File: src/rtl/fifo_wr_arbiter.sv
`default_nettype none
// ============================================================================
// Module   : fifo_wr_arbiter
// Purpose  : Round-robin, burst-limited arbiter for the write port of the
//            async FIFO. NREQ producers in the write-clock domain share the
//            port. Each grant carries up to BURST words, then priority
//            rotates. FIFO-full back-pressure is honoured with a
//            zero-latency accept path.
// Ports    : w_clk    - write-domain clock
//            w_rst    - synchronous, active-high reset
//            en       - arbitration enable (gates only new grants)
//            req      - per-requester "word available" flags
//            data_in  - packed words, requester i at [i*DATASIZE +: DATASIZE]
//            wfull    - FIFO full flag (write domain)
//            ack      - one-hot accept strobe to the granted requester
//            w_inc    - FIFO write strobe
//            wdata    - FIFO write data (zero when no write)
//            busy     - high while a grant is held
//            grant_id - current / last granted requester
//            wr_count - total words written, wraps
// Revision : 1.0 - initial release
// ============================================================================
module fifo_wr_arbiter #(
    parameter int NREQ     = 4,
    parameter int DATASIZE = 8,
    parameter int BURST    = 4,
    parameter int CNTW     = 16
) (
    input  logic                       w_clk,
    input  logic                       w_rst,
    input  logic                       en,
    input  logic [NREQ-1:0]            req,
    input  logic [NREQ*DATASIZE-1:0]   data_in,
    input  logic                       wfull,
    output logic [NREQ-1:0]            ack,
    output logic                       w_inc,
    output logic [DATASIZE-1:0]        wdata,
    output logic                       busy,
    output logic [$clog2(NREQ)-1:0]    grant_id,
    output logic [CNTW-1:0]            wr_count
);

    localparam int IDW = $clog2(NREQ);
    localparam int BW  = (BURST > 1) ? $clog2(BURST) : 1;
    localparam logic [BW-1:0]  C_BURST_LAST = BW'(BURST - 1);
    localparam logic [IDW-1:0] C_LAST_RST   = IDW'(NREQ - 1);

    typedef enum logic [0:0] {
        S_IDLE  = 1'b0,
        S_GRANT = 1'b1
    } state_t;

    state_t              state_q;
    logic [IDW-1:0]      grant_q;
    logic [IDW-1:0]      last_q;
    logic [BW-1:0]       burst_q;
    logic [CNTW-1:0]     wr_count_q;

    logic                req_sel;
    logic [DATASIZE-1:0] data_sel;
    logic                xfer;
    logic                pick_found;
    logic [IDW-1:0]      pick_id;

    // Route the granted requester's request bit and data word.
    always_comb begin
        req_sel  = 1'b0;
        data_sel = '0;
        for (int i = 0; i < NREQ; i++) begin
            if (grant_q == IDW'(i)) begin
                req_sel  = req[i];
                data_sel = data_in[i*DATASIZE +: DATASIZE];
            end
        end
    end

    // Accept is combinational so a word is never pushed while the FIFO is
    // full; reset also blocks it so nothing is written in a reset cycle.
    always_comb begin
        xfer = (state_q == S_GRANT) && req_sel && !wfull && !w_rst;
        for (int i = 0; i < NREQ; i++) begin
            ack[i] = xfer && (grant_q == IDW'(i));
        end
        w_inc = xfer;
        wdata = xfer ? data_sel : '0;
        busy  = (state_q == S_GRANT) && !w_rst;
    end

    // Round-robin pick: first requester found scanning last+1, last+2, ...
    // modulo NREQ. Outer loop is the scan distance, inner loop finds the
    // requester at that distance, so indices into req stay constant.
    always_comb begin
        pick_found = 1'b0;
        pick_id    = '0;
        for (int k = 1; k <= NREQ; k++) begin
            for (int i = 0; i < NREQ; i++) begin
                if (!pick_found && req[i] && (((int'(last_q) + k) % NREQ) == i)) begin
                    pick_found = 1'b1;
                    pick_id    = IDW'(i);
                end
            end
        end
    end

    always_ff @(posedge w_clk) begin
        if (w_rst) begin
            state_q    <= S_IDLE;
            grant_q    <= '0;
            last_q     <= C_LAST_RST;
            burst_q    <= '0;
            wr_count_q <= '0;
        end else begin
            case (state_q)
                S_IDLE: begin
                    if (en && pick_found) begin
                        grant_q <= pick_id;
                        burst_q <= '0;
                        state_q <= S_GRANT;
                    end
                end
                S_GRANT: begin
                    if (xfer) begin
                        wr_count_q <= wr_count_q + CNTW'(1);
                        burst_q    <= burst_q + BW'(1);
                        if (burst_q == C_BURST_LAST) begin
                            state_q <= S_IDLE;
                            last_q  <= grant_q;
                        end
                    end else if (!req_sel) begin
                        // Requester withdrew: it forfeits the rest of its burst.
                        state_q <= S_IDLE;
                        last_q  <= grant_q;
                    end
                    // wfull with req held: stall, burst count unchanged.
                end
                default: begin
                    state_q <= S_IDLE;
                end
            endcase
        end
    end

    assign grant_id = grant_q;
    assign wr_count = wr_count_q;

endmodule
`default_nettype wire

File: config.mk
export PLATFORM = sky130hd
export DESIGN_NAME = fifo_wr_arbiter
export DESIGN_NICKNAME = d
export VERILOG_FILES = /design/src/rtl/fifo_wr_arbiter.sv
export SDC_FILE = /design/constraint.sdc
export NUM_CORES = 1
export LEC_CHECK = 0
export CORE_ASPECT_RATIO = 1.25
export CORE_MARGIN = 2
export CORE_UTILIZATION = 44
export CTS_CLUSTER_DIAMETER = 80
export DETAILED_ROUTE_END_ITERATION = 6
export GPL_TIMING_DRIVEN = 0
export HOLD_SLACK_MARGIN = 0.1
export PLACE_DENSITY = 0.86
export SLEW_MARGIN = 5
export SYNTH_ARGS = -nofsm -noshare
export SYNTH_HDL_FRONTEND = slang
export SYNTH_SLANG_ARGS = --single-unit
File: constraint.sdc
create_clock -name w_clk -period 4.85 [get_ports w_clk]
set_clock_uncertainty 0.05 [all_clocks]
set_input_delay 0.7275 -clock w_clk [delete_from_list [all_inputs] [get_ports w_clk]]
set_output_delay 0.7275 -clock w_clk [all_outputs]
set_load 0.005 [all_outputs]
==> results of run 1 <==
==> cell usage after synthesis (2+ instances only) <==
library cell | number | area (µm²)
dfxtp_1 | 23 | 460
and3_1 | 11 | 68.8
a21oi_1 | 10 | 50.1
nand2_1 | 10 | 37.5
nor2_1 | 10 | 37.5
o21ai_0 | 10 | 50.1
mux4_2 | 9 | 203
inv_1 | 8 | 30.0
nor2b_1 | 7 | 43.8
nand4_1 | 6 | 37.5
nand3_1 | 5 | 25.0
o31ai_1 | 5 | 37.5
clkbuf_1 | 4 | 15.0
nor3_1 | 4 | 20.0
xor2_1 | 4 | 35.0
a31o_1 | 2 | 17.5
and4_1 | 2 | 17.5
buf_1 | 2 | 7.51
buf_2 | 2 | 10.0
buf_6 | 2 | 22.5
ha_1 | 2 | 25.0
nand4b_1 | 2 | 17.5
o41ai_1 | 2 | 17.5
or3_1 | 2 | 12.5
==> stage by stage <==
step	instances	cell area (µm²)	hold slack [ns]	total power, µW	setup WS (ns)
CTS	275	2270	0.450	426	1.19
global route	275	2270	0.474	440	1.09
floorplan	165	1490	0.415	257	2.16
detailed placement	271	2220	0.437	309	1.20
global placement	271	2220	0.423	306	1.20
finish	275	2270	0.453	425	1.19
==> tightest hold or removal path: stages (launching register included) <==
cell and delay (ns):
dfxtp_1 0.33, nand4_1 0.07, a21oi_1 0.06
==> worst paths after layout <==
kind | start | end | slack, ns | cells past startpoint
min reg2reg | wr_count[14]$_SDFFE_PP0P_ | wr_count[15]$_SDFFE_PP0P_ | 0.45 | 2
max | req[3] | ack[3] | 1.19 | 7
min | wr_count[14]$_SDFFE_PP0P_ | wr_count[15]$_SDFFE_PP0P_ | 0.45 | 2
max reg2reg | grant_id[0]$_SDFFE_PP0P_ | burst_q[0]$_SDFFE_PP0P_ | 2.96 | 6
==> per-layer routing <==
layer	track usage [%]	up-vias
li1	-	769
met1	26.3	733
met2	42.8	48
met3	1.87	9
met4	5.65	0
met5	0	-
==> area by class of cell <==
type	count	area [µm²]
fill	256	955
multi-input combinational	122	932
timing repair buffer	69	691
sequential	23	460
buffer	11	60.1
tap	37	46.3
clock buffer	4	45.0
inverter	9	33.8
==> power by group <==
group,total [µW],switching [µW],internal (µW)
combinational,107,42.3,64.3
clock,120,61.6,58.7
sequential,198,5.08,193
==> flip-flops by register name, summed over array words and instances (netlist names) <==
name and flops:
grant_id 2, last_q 2, wr_count 16, burst_q 2, state_q 1
==> cell families (layout without fill, tap and decap cells) <==
logic type	after synthesis	in the layout	synth area share, %
XOR/XNOR	5	5	2.95
AND/OR/NAND/NOR	67	67	26.5
flip-flops	23	23	31.0
multiplexers	11	11	15.1
buffers and inverters	20	93	6.31
AO/OA/AOI/OAI	37	37	16.5
adder cells (fa/ha/maj)	2	2	1.68
==> cells in the final DEF (no fill, tap or decap), drive strengths merged, types with 5 or more instances in the layout <==
cell / count
clkdlybuf4s50: 69
dfxtp: 23
and3: 11
nand2: 11
nor2: 10
o21ai: 10
a21oi: 10
mux4: 9
inv: 9
clkbuf: 9
nor2b: 7
nand4: 6
nand3: 6
buf: 6
o31ai: 5
==> results.yml, run 1 <==
route:
  drt-total-wl_um: 4190
  drtPass1Iterations: 4
  drcViolationCount: 0
  routed.top_layer: "met4"
  viasPerCell: 5.67
  first_iter_violations: 40
  met3_length_um: 144
  dr_wl_met2_um: 2180
  ant_nets: 0
  num_vias: 1559
  wl_met1_um: 1790
  wl_per_cell_um: 15.2
power_and_ir_drop:
  peakVddDrop_v: 0.000165
  leakage_uw: 0.000804
  p_per_area_mw_per_mm2: 188
logic_synthesis:
  yosys_warnings: 0
  syn_inst: 165
  synth_area_mm2: 0.00149
  synth_edf_count: 0
  synth.avg_cell_area_um2: 9.01
  synth-main-ff-cell: "dfxtp_1"
  async_reset_ff_share_pct: 0
  yosysSeqAreaShare_pct: 31.0
  synth_nets: 207
  ys_ff_latch: 23
  ys_types: 45
placed_design:
  io_buffers: 69
  dp_hpwl_um: 3340
  gp_congestion: 0.877
critical_path:
  cp_data_arrival_time_ns: 2.88
  critPathMaxFanout: 10
  crit_path_end_kind: "primary output"
  path_buf_inv: 4
  critPathKind: "in2out"
  critPathLaunchType: "input pin"
  cpPeakStageDelay_ns: 0.62
  cpMostUsedCell: "clkdlybuf4s50_1"
  crit_path_top_delay_cell: "mux4_2"
  worstPathCellList: "clkdlybuf4s50_1 -> mux4_2 -> nand2_2 -> inv_2 -> buf_6 -> and3_1 -> clkdlybuf4s50_1"
  crit_required_ns: 4.07
  cp_top_family: "buffers and inverters"
cts:
  clk-insertion-delay-late_ns: 0.26
  clockBufferDepth: 2
  cts_tree: "built"
  htreeDepth: 1
  cts_setup_buffers: 0
  root_buffer: "clkbuf_8"
  hold_buffers: 0
  clock_sinks: 23
  numCtsBuffers: 3
  cts-resized-gates: 0
  clkSlewWorstSetupHoldPaths_ns: 0.08
final_layout:
  syn_to_final_growth_pct: 52.6
  fin_nets: 281
  antennaDiodeCount: 0
  drive_above_1_share_pct: 9.66
  finish.utilization_pct: 70.4
global_routing:
  grt_max_degree: 13
  grt_usage_pct: 22.0
  grt.overflow.total: 0
  antenna_found_initial: 0
  grt_first_pass_wirelength_um: 6760
  grt_pass1_vias: 1459
run:
  cap_viol_max_count: 0
timing:
  rsz0062_at_grt: "false"
  setup_violations: 0
  worstMarginPinSlew_ns: 0.670
  timing.final.crit_period_ns: 3.66
  hold_viol_final: 0
  finalCritPeriodShare_pct: 75.5
  tns_ns: 0
  slew_viol_final: 0
  relSlewSlack_pct: 54.9
  max_freq_mhz: 273
die:
  fp.dieW_um: 56.0
  die_area_mm2: 0.00386
  start_util_pct: 46.1
  die_h_um: 69.0
  rows: 23
  core-area_mm2: 0.00322
  ioPinCount: 72
status:
  run_status: "finished clean"
min_path:
  holdCritPathClass: "reg2reg"
Note: power is estimated with default switching activity, not from simulation.
==> run 2, diff against run 1 <==
CORE_UTILIZATION = 41   (was 44)
PLACE_DENSITY = 0.81   (was 0.86)
clock period = 3.75 ns   (was 4.85 ns; I/O delays follow)
==> results.yml, run 2 (same netlist as run 1, synthesis figures left out) <==
status:
  run_status: "finished clean"
route:
  drt-total-wl_um: 4210
  wl_per_cell_um: 15.2
  num_vias: 1540
  viasPerCell: 5.56
  drtPass1Iterations: 4
  ant_nets: 0
  first_iter_violations: 47
  drcViolationCount: 0
die:
  die_h_um: 71.3
  fp.dieW_um: 57.9
  core-area_mm2: 0.00348
  die_area_mm2: 0.00413
  start_util_pct: 42.7
  ioPinCount: 72
  rows: 24
timing:
  slew_viol_final: 0
  worstMarginPinSlew_ns: 0.677
  rsz0062_at_grt: "false"
  hold_ws_ns: 0.453
  timing.final.crit_period_ns: 3.34
  tns_ns: 0
  relSlewSlack_pct: 54.5
  max_freq_mhz: 299
  finalCritPeriodShare_pct: 89.1
  setup_violations: 0
  hold_viol_final: 0
cts:
  hold_buffers: 0
  numCtsBuffers: 3
  clock_sinks: 23
  clk-insertion-delay-late_ns: 0.27
  htreeDepth: 1
  clockBufferDepth: 2
  cts_tree: "built"
  cts_setup_buffers: 0
  root_buffer: "clkbuf_8"
  clkSlewWorstSetupHoldPaths_ns: 0.08
  cts-resized-gates: 0
global_routing:
  grt_pass1_vias: 1481
  grt_first_pass_wirelength_um: 6960
  grt_usage_pct: 21.5
  grt.overflow.total: 0
  antenna_found_initial: 0
  grt_max_degree: 14
critical_path:
  crit_required_ns: 3.14
  cp_data_arrival_time_ns: 2.73
  worstPathCellList: "clkdlybuf4s50_1 -> mux4_2 -> nand2_2 -> inv_2 -> buf_6 -> and3_1 -> clkdlybuf4s50_1"
  crit_path_top_delay_cell: "mux4_2"
  critPathKind: "in2out"
  cpPeakStageDelay_ns: 0.62
  crit_path_end_kind: "primary output"
  critPathLaunchType: "input pin"
  critPathMaxFanout: 10
  cpMostUsedCell: "clkdlybuf4s50_1"
final_layout:
  area.sequential_um2: 460
  finish.utilization_pct: 65.2
  n_fill_cell: 292
  multi_input_area_um2: 932
  largest_register_ffs: 16
  drive_above_1_share_pct: 10.1
  mostFrequentLayoutCells: "clkdlybuf4s50_1, dfxtp_1, and3_1"
  layout_commonest_cell: "clkdlybuf4s50_1"
  antennaDiodeCount: 0
  fin_nets: 281
  syn_to_final_growth_pct: 52.9
power_and_ir_drop:
  p_per_area_mw_per_mm2: 244
  combPwrFrac_pct: 24.8
  switchingPower_uw: 146
  peakVddDrop_v: 0.000178
  internal_power_uw: 408
  swShare_pct: 26.4
  p_seq_share_pct: 46.3
  leakage_uw: 0.000806
  p_clk_share_pct: 28.8
run:
  cap_viol_max_count: 0
min_path:
  holdCritPathClass: "reg2reg"
placed_design:
  io_buffers: 69
  dp_hpwl_um: 3390
  gp_congestion: 0.816
[run 2: changes by cell type in the layout (fill, tap and decap cells not counted)]
cell      before  now
clkbuf_1       5    4
clkinv_2       0    1
[run 2: metrics by stage]
step / instance area [µm²] / setup WS, ns / power (µW) / std cells
2_1_floorplan: 1490 / 1.39 / 332 / 165
3_3_place_gp: 2230 / 0.426 / 397 / 273
3_5_place_dp: 2230 / 0.431 / 399 / 273
4_1_cts: 2270 / 0.420 / 558 / 277
5_1_grt: 2270 / 0.317 / 581 / 277
6_report: 2270 / 0.408 / 554 / 277
[run 2: power by group through the flow]
stage	Clock [µW]	Combinational [µW]	Sequential, µW
floorplan	0	71.3	261
global placement	0	136	262
detailed placement	0	137	262
CTS	163	138	257
global route	176	148	258
finish	160	138	257
[run 2: layout make-up]
cell class,count,share of cell area [%]
Clock buffer,3,1.82
Buffer,11,2.64
Multi-Input combinational cell,122,41.0
Clock inverter,1,0.220
Sequential cell,23,20.3
Tap cell,39,2.15
Timing Repair Buffer,69,30.4
Inverter,9,1.49
[run 2: worst max-delay path, delay by kind of cell]
family                 cells  cell delay [ns]
buffers and inverters      4             1.17
and+or+nand+nor            2             0.37
muxes                      1             0.62
[run 2: path summary, 6_finish.rpt]
check | from | endpoint | slack, ns | depth (start not counted)
worst max-delay path | req[3] | ack[3] | 0.41 | 7
worst min-delay path | burst_q[1]$_SDFFE_PP0P_ | burst_q[1]$_SDFFE_PP0P_ | 0.45 | 2
worst max register to register | grant_id[0]$_SDFFE_PP0P_ | burst_q[0]$_SDFFE_PP0P_ | 1.85 | 6
worst min register to register | burst_q[1]$_SDFFE_PP0P_ | burst_q[1]$_SDFFE_PP0P_ | 0.45 | 2
[run 2: per-layer routing]
layer / vias to the layer above / global-route usage [%] / routed length, µm
met3: 9 / 3.07 / 204
li1: 766 / - / -
met2: 53 / 38.3 / 2220
met4: 0 / 7.49 / 78
met5: - / 0 / 0
met1: 712 / 26.2 / 1710
